$ cat src/rtl/bsr_pkg.sv
// Shared constants for the bidirectional shift-register family (PISO/SIPO/SISO).
// Mode encoding matches the serial direction: 1 shifts toward the MSB, 0 toward the LSB.
package bsr_pkg;

    localparam logic MODE_LEFT     = 1'b1;
    localparam logic MODE_RIGHT    = 1'b0;
    localparam int   DEFAULT_WIDTH = 4;

endpackage

$ cat src/rtl/bsr_piso.sv
// Purpose: bidirectional parallel-in/serial-out shifter, MSB- or LSB-first per mode.
// Latency: first bit on sout in the cycle right after the load edge; one bit per clock after that.
// Backpressure: none; the consumer samples sout every rising edge, and a load aborts the word in flight.
module bsr_piso
    import bsr_pkg::*;
#(
    parameter int WIDTH = DEFAULT_WIDTH
) (
    input  logic             clk,
    input  logic             rst,
    input  logic             load,
    input  logic             mode,
    input  logic [WIDTH-1:0] pin,
    output logic             sout
);

    logic [WIDTH-1:0] q;

    // Load ignores mode entirely, so an unknown mode on a load edge cannot reach q.
    always_ff @(posedge clk) begin
        if (rst) begin
            q <= '0;
        end else if (load) begin
            q <= pin;
        end else if (mode == MODE_LEFT) begin
            q <= {q[WIDTH-2:0], 1'b0};
        end else begin
            q <= {1'b0, q[WIDTH-1:1]};
        end
    end

    assign sout = (mode == MODE_LEFT) ? q[WIDTH-1] : q[0];

endmodule

$ cat config.mk
export PLATFORM = sky130hd
export DESIGN_NAME = bsr_piso
export DESIGN_NICKNAME = d
export VERILOG_FILES = /design/src/rtl/bsr_pkg.sv /design/src/rtl/bsr_piso.sv
export SDC_FILE = /design/constraint.sdc
export NUM_CORES = 1
export LEC_CHECK = 0
export ABC_AREA = 1
export CAP_MARGIN = 40
export CORE_AREA = 3 3 40 42
export CTS_CLUSTER_DIAMETER = 200
export DETAILED_ROUTE_END_ITERATION = 12
export DIE_AREA = 0 0 43 45
export PLACE_DENSITY_LB_ADDON = 0.25
export SYNTH_ARGS = -nofsm -noshare
export SYNTH_HDL_FRONTEND = slang
export SYNTH_SLANG_ARGS = --single-unit
export TNS_END_PERCENT = 5
$ cat constraint.sdc
create_clock -name clk -period 0.8 [get_ports clk]
set_input_delay 0.16 -clock clk [delete_from_list [all_inputs] [get_ports clk]]
set_output_delay 0.16 -clock clk [all_outputs]
set_load 0.01 [all_outputs]
==> flow_summary.ini, run 1 <==
[critical_path]
critPathTopFamily = flip-flops
worstPathArrival_ns = 0.81
path_buf_inv = 2
reg2reg_depth = 5
r2r_slack_ns = 0.06
r2r_start = q[3]
path_cells = inv_1 -> o21ai_1 -> buf_2
startpoint = q[3]
crit_path_end = sout
critPathCaptureType = output pin
critPathMaxFanout = 2
reg2reg_to = q[2]
cpPeakStageDelay_ns = 0.30
critPathKind = reg2out
path_depth = 3
required_ns = 0.64
cpMaxStageDelayCell = dfxtp_1
crit_path_start_kind = flip-flop

[grt]
track_usage_pct = 5.58
grt_overflow = 0
grt_antenna_before_repair = 0
grt_start_max_net_pins = 7
grt_pass1_vias = 188
grt_pass1_wl_um = 717

[die]
die_x_um = 43
core_area_um2 = 1280
fp-row-count = 13
die_area_um2 = 1940
initial_core_util_pct = 14.2
ioPinCount = 9
fp.dieH_um = 45

[drt]
drcViolationCount = 0
vias = 212
wl_per_cell_um = 7.02
dr.pass1.iters = 3
drtAntennaViolNets = 0
viasPerCell = 3.59
wirelength_um = 414
dr.first_iter.drc_count = 4

[pwr]
vdd_drop_max_mv = 0.473
power_density_nw_per_um2 = 1740
p_total_uw = 574
leakage_nw = 0.164

[final_layout]
antenna_cells = 0
largest_register_ffs = 4
mostFrequentLayoutCell = nor2_1
largestRegisters = q (4)
area_growth_pct = 80.8
nNetsFinal = 54
layout_common_cells = nor2_1, nand2_1, o21ai_1, clkdlybuf4s50_1
largest-register = q
drive_gt1_share_pct = 22.7

[clock_tree]
cts_tree = built
cts_htree_levels = 1
clkTransAtPathRegs_ns = 0.04
cts_made_buffers = 3
clockBufferDepth = 2
root_buffer = clkbuf_4
cts_hold_buf = 0
clock_latency_ns = 0.24
cts_num_sinks = 4

[logic_synthesis]
ys_ff_latch = 4
syn-cell-area_um2 = 183
ys_seq_area_share_pct = 43.8
synth_nets = 37
ys_types = 7
synth.avg_cell_area_um2 = 6.30
yosysWarnings = 0
synth_cells = 29

[status]
outcome = complete, but fails checks
violations = negative setup slack

[sta]
finalMaxSlewViolations = 0
relSlewSlack_pct = 91.8
worst_pin_slew_ns = 0.123
tns_ns = -0.170
fmax_mhz = 1030
setup_ws_ns = -0.170
finalClockSkew_ns = 0.000614
fin_crit_ns = 0.970
setup_violations = 1
rsz0062_at_grt = true
period_share_pct = 121
hold_viol_final = 0

[place]
dp_hpwl_um = 327
routabilityCongestion = 0.624
port_buffers = 8

[worst_hold_path]
hold_class = in2reg

[flow_run]
drv_cap = 0
[how the worst min path moves through the flow]
stage          startpoint   end  slack [ns]  cells past startpoint
2_1_floorplan        load  q[0]        0.28                      2
6_report             load  q[0]        0.31                      4
3_3_place_gp         q[1]  q[0]        0.48                      2
3_5_place_dp         q[1]  q[0]        0.48                      2
4_1_cts              mode  q[3]        0.47                      4
5_1_grt              load  q[3]        0.37                      4
[layer usage]
layer  wire length (um)  vias up  track usage [%]
met5                  0        -                0
met4                 22        0             9.04
met1                206       80             6.52
met3                 35        2             1.20
met2                150        9             6.59
li1                   -      121                -
[stage by stage]
| step | std cells | setup WS (ns) | area, um^2 | utilization (%) | hold WS, ns |
|---|---|---|---|---|---|
| 3_5_place_dp | 55 | -0.721 | 304 | 23.7 | 0.484 |
| 6_report | 59 | -0.170 | 330 | 25.7 | 0.313 |
| 2_1_floorplan | 29 | 0.111 | 183 | - | 0.277 |
| 4_1_cts | 59 | -0.176 | 328 | 25.5 | 0.473 |
| 5_1_grt | 59 | -0.244 | 330 | 25.7 | 0.371 |
| 3_3_place_gp | 55 | -0.707 | 304 | 23.7 | 0.476 |
[cell type report]
type	count	area [um^2]
Clock buffer	3	22.5
Fill cell	151	955
Inverter	5	18.8
Multi-Input combinational cell	20	83.8
Sequential cell	4	80.1
Tap cell	15	18.8
Timing Repair Buffer	12	106
[power by group]
group | switching [mW] | internal, mW | leakage (nW)
logic | 0.0411 | 0.0592 | 0.117
clock network | 0.0859 | 0.168 | 0.0138
registers | 0.00575 | 0.214 | 0.0332
total | 0.133 | 0.441 | 0.164
[cells in the mapped netlist]
cell	instances	area, um^2
a21oi_1	2	10.0
o21ai_0	4	20.0
nor2_1	8	30.0
inv_1	5	18.8
dfxtp_1	4	80.1
o21ai_1	1	5.00
nand2_1	5	18.8
[worst min-delay path, delay by kind of cell]
kind            cells  cell delay (ns)
compound gates      1             0.03
buf+inv             2             0.25
simple gates        1             0.07
[kinds of logic after synthesis]
family                 Yosys count  share of synthesized area (%)
AO/OA/AOI/OAI                    7                           19.2
flip-flops                       4                           43.8
AND/OR/NAND/NOR                 13                           26.7
buffers and inverters            5                           10.3
[repair_timing]
action                     in CTS  in global routing
resized for setup              11                  1
pin swaps                       1                  0
cloned                          0                  0
setup endpoints to repair       5                  5
buffers inserted                1                  0
Note: power is estimated with default switching activity, not from simulation.
==> run 2, diff against run 1 <==
- CELL_PAD_IN_SITES_DETAIL_PLACEMENT: unset -> 0
- CELL_PAD_IN_SITES_GLOBAL_PLACEMENT: unset -> 1
==> flow_summary.ini, run 2 (synthesized netlist as in run 1, its figures left out) <==
[grt]
grt_overflow = 0
grt_pass1_wl_um = 745
grt_antenna_before_repair = 0
grt_pass1_vias = 201
track_usage_pct = 5.66
grt_start_max_net_pins = 7

[clock_tree]
cts_tree = built
root_buffer = clkbuf_4
postCtsSetupRepairBufs = 0
cts_htree_levels = 1
clock_latency_ns = 0.23
cts_num_sinks = 4
clkTransAtPathRegs_ns = 0.04
cts_made_buffers = 3
clockBufferDepth = 2

[drt]
drcViolationCount = 0
vias = 204
viasPerCell = 3.46
drtAntennaViolNets = 0
wirelength_um = 433
dr.pass1.iters = 2
wl_per_cell_um = 7.34
dr.first_iter.drc_count = 5

[pwr]
leakage_nw = 0.164
power_density_nw_per_um2 = 1710
vdd_drop_max_mv = 0.338

[critical_path]
critPathKind = reg2out
crit_path_start_kind = flip-flop
r2r_start = q[3]
critPathTopFamily = flip-flops
reg2reg_depth = 5
r2r_slack_ns = 0.06
path_buf_inv = 2
cpPeakStageDelay_ns = 0.31
critPathCaptureType = output pin
worstPathArrival_ns = 0.82
cpMaxStageDelayCell = dfxtp_2
critPathMaxFanout = 2
required_ns = 0.64
path_cells = inv_2 -> o21ai_1 -> buf_2
reg2reg_to = q[2]

[die]
die_area_um2 = 1940
core_area_um2 = 1280
fp.dieH_um = 45
initial_core_util_pct = 14.2
fp-row-count = 13
ioPinCount = 9
die_x_um = 43

[final_layout]
largest-register = q
final_area_um2 = 332
fin_util_pct = 25.8
antenna_cells = 0
area_growth_pct = 81.5
layout_common_cells = nor2_1, nand2_1, o21ai_1, clkdlybuf4s50_1, buf_4
drive_gt1_share_pct = 27.3
largest_register_ffs = 4
mostFrequentLayoutCell = nor2_1
largestRegisters = q (4)
nNetsFinal = 54

[sta]
relSlewSlack_pct = 92.3
hold_viol_final = 0
fmax_mhz = 1020
setup_violations = 1
period_share_pct = 123
finalMaxSlewViolations = 0
fin_crit_ns = 0.981
setup_ws_ns = -0.181
finalClockSkew_ns = 0.000348
rsz0062_at_grt = true
worst_pin_slew_ns = 0.115

[worst_hold_path]
hold_class = in2reg
holdCritStartpoint = load
min_to = q[0]
whs_path_depth = 4

[status]
outcome = complete, but fails checks
violations = negative setup slack

[place]
port_buffers = 8
routabilityCongestion = 0.652
postPlaceCellArea_um2 = 312

[flow_run]
drv_cap = 0
-- run 2: worst max-delay path by stage --
stage | start | end | slack [ns] | cells after the start
after floorplan | q[3] | sout | 0.11 | 2
after global placement | mode | sout | -0.70 | 4
after detailed placement | mode | sout | -0.72 | 4
after CTS | q[3] | sout | -0.18 | 3
after global routing | q[3] | sout | -0.24 | 3
final | q[3] | sout | -0.18 | 3
-- run 2: power by group --
| part | leakage [nW] | switching, mW | internal, mW |
|---|---|---|---|
| clock | 0.0138 | 0.0784 | 0.168 |
| combinational | 0.117 | 0.0417 | 0.0595 |
| sequential | 0.0335 | 0.00610 | 0.215 |
| total | 0.164 | 0.126 | 0.442 |
-- run 2: per-stage QoR --
step                setup TNS (ns)  hold WS, ns  cells  setup slack (ns)  power, mW
floorplan                        0        0.277     29             0.111      0.258
global placement             -1.89        0.487     56            -0.705      0.326
detailed placement           -1.91        0.486     56            -0.718      0.327
CTS                         -0.184        0.472     59            -0.184      0.577
global route                -0.236        0.343     59            -0.236      0.598
finish                      -0.181        0.311     59            -0.181      0.568
-- run 2: repair_timing --
action,4_1_cts,5_1_grt
endpoints found under the hold margin,0,0
setup endpoints to repair,5,5
resized for setup,11,3
hold buffers,0,0
pin swaps,1,1
-- run 2: area by class of cell --
type                       instances  area (um^2)
fill                             143          953
timing repair buffer              12          106
multi-input combinational         20         83.8
sequential                         4         81.3
clock buffer                       3         22.5
inverter                           5         18.8
tap                               15         18.8
-- run 2: worst min-delay path: stages --
cell and delay, ns:
dlymetal6s2s_1 0.12, buf_4 0.12, a21oi_1 0.04, nor2_1 0.07
-- run 2: layer usage --
layer | wire [um] | part of all wire, % | GRT usage, %
met1 | 209 | 48 | 6.02
met5 | 0 | 0 | 0
met4 | 12 | 2.8 | 7.23
met3 | 33 | 7.6 | 2.79
met2 | 177 | 41 | 7.19
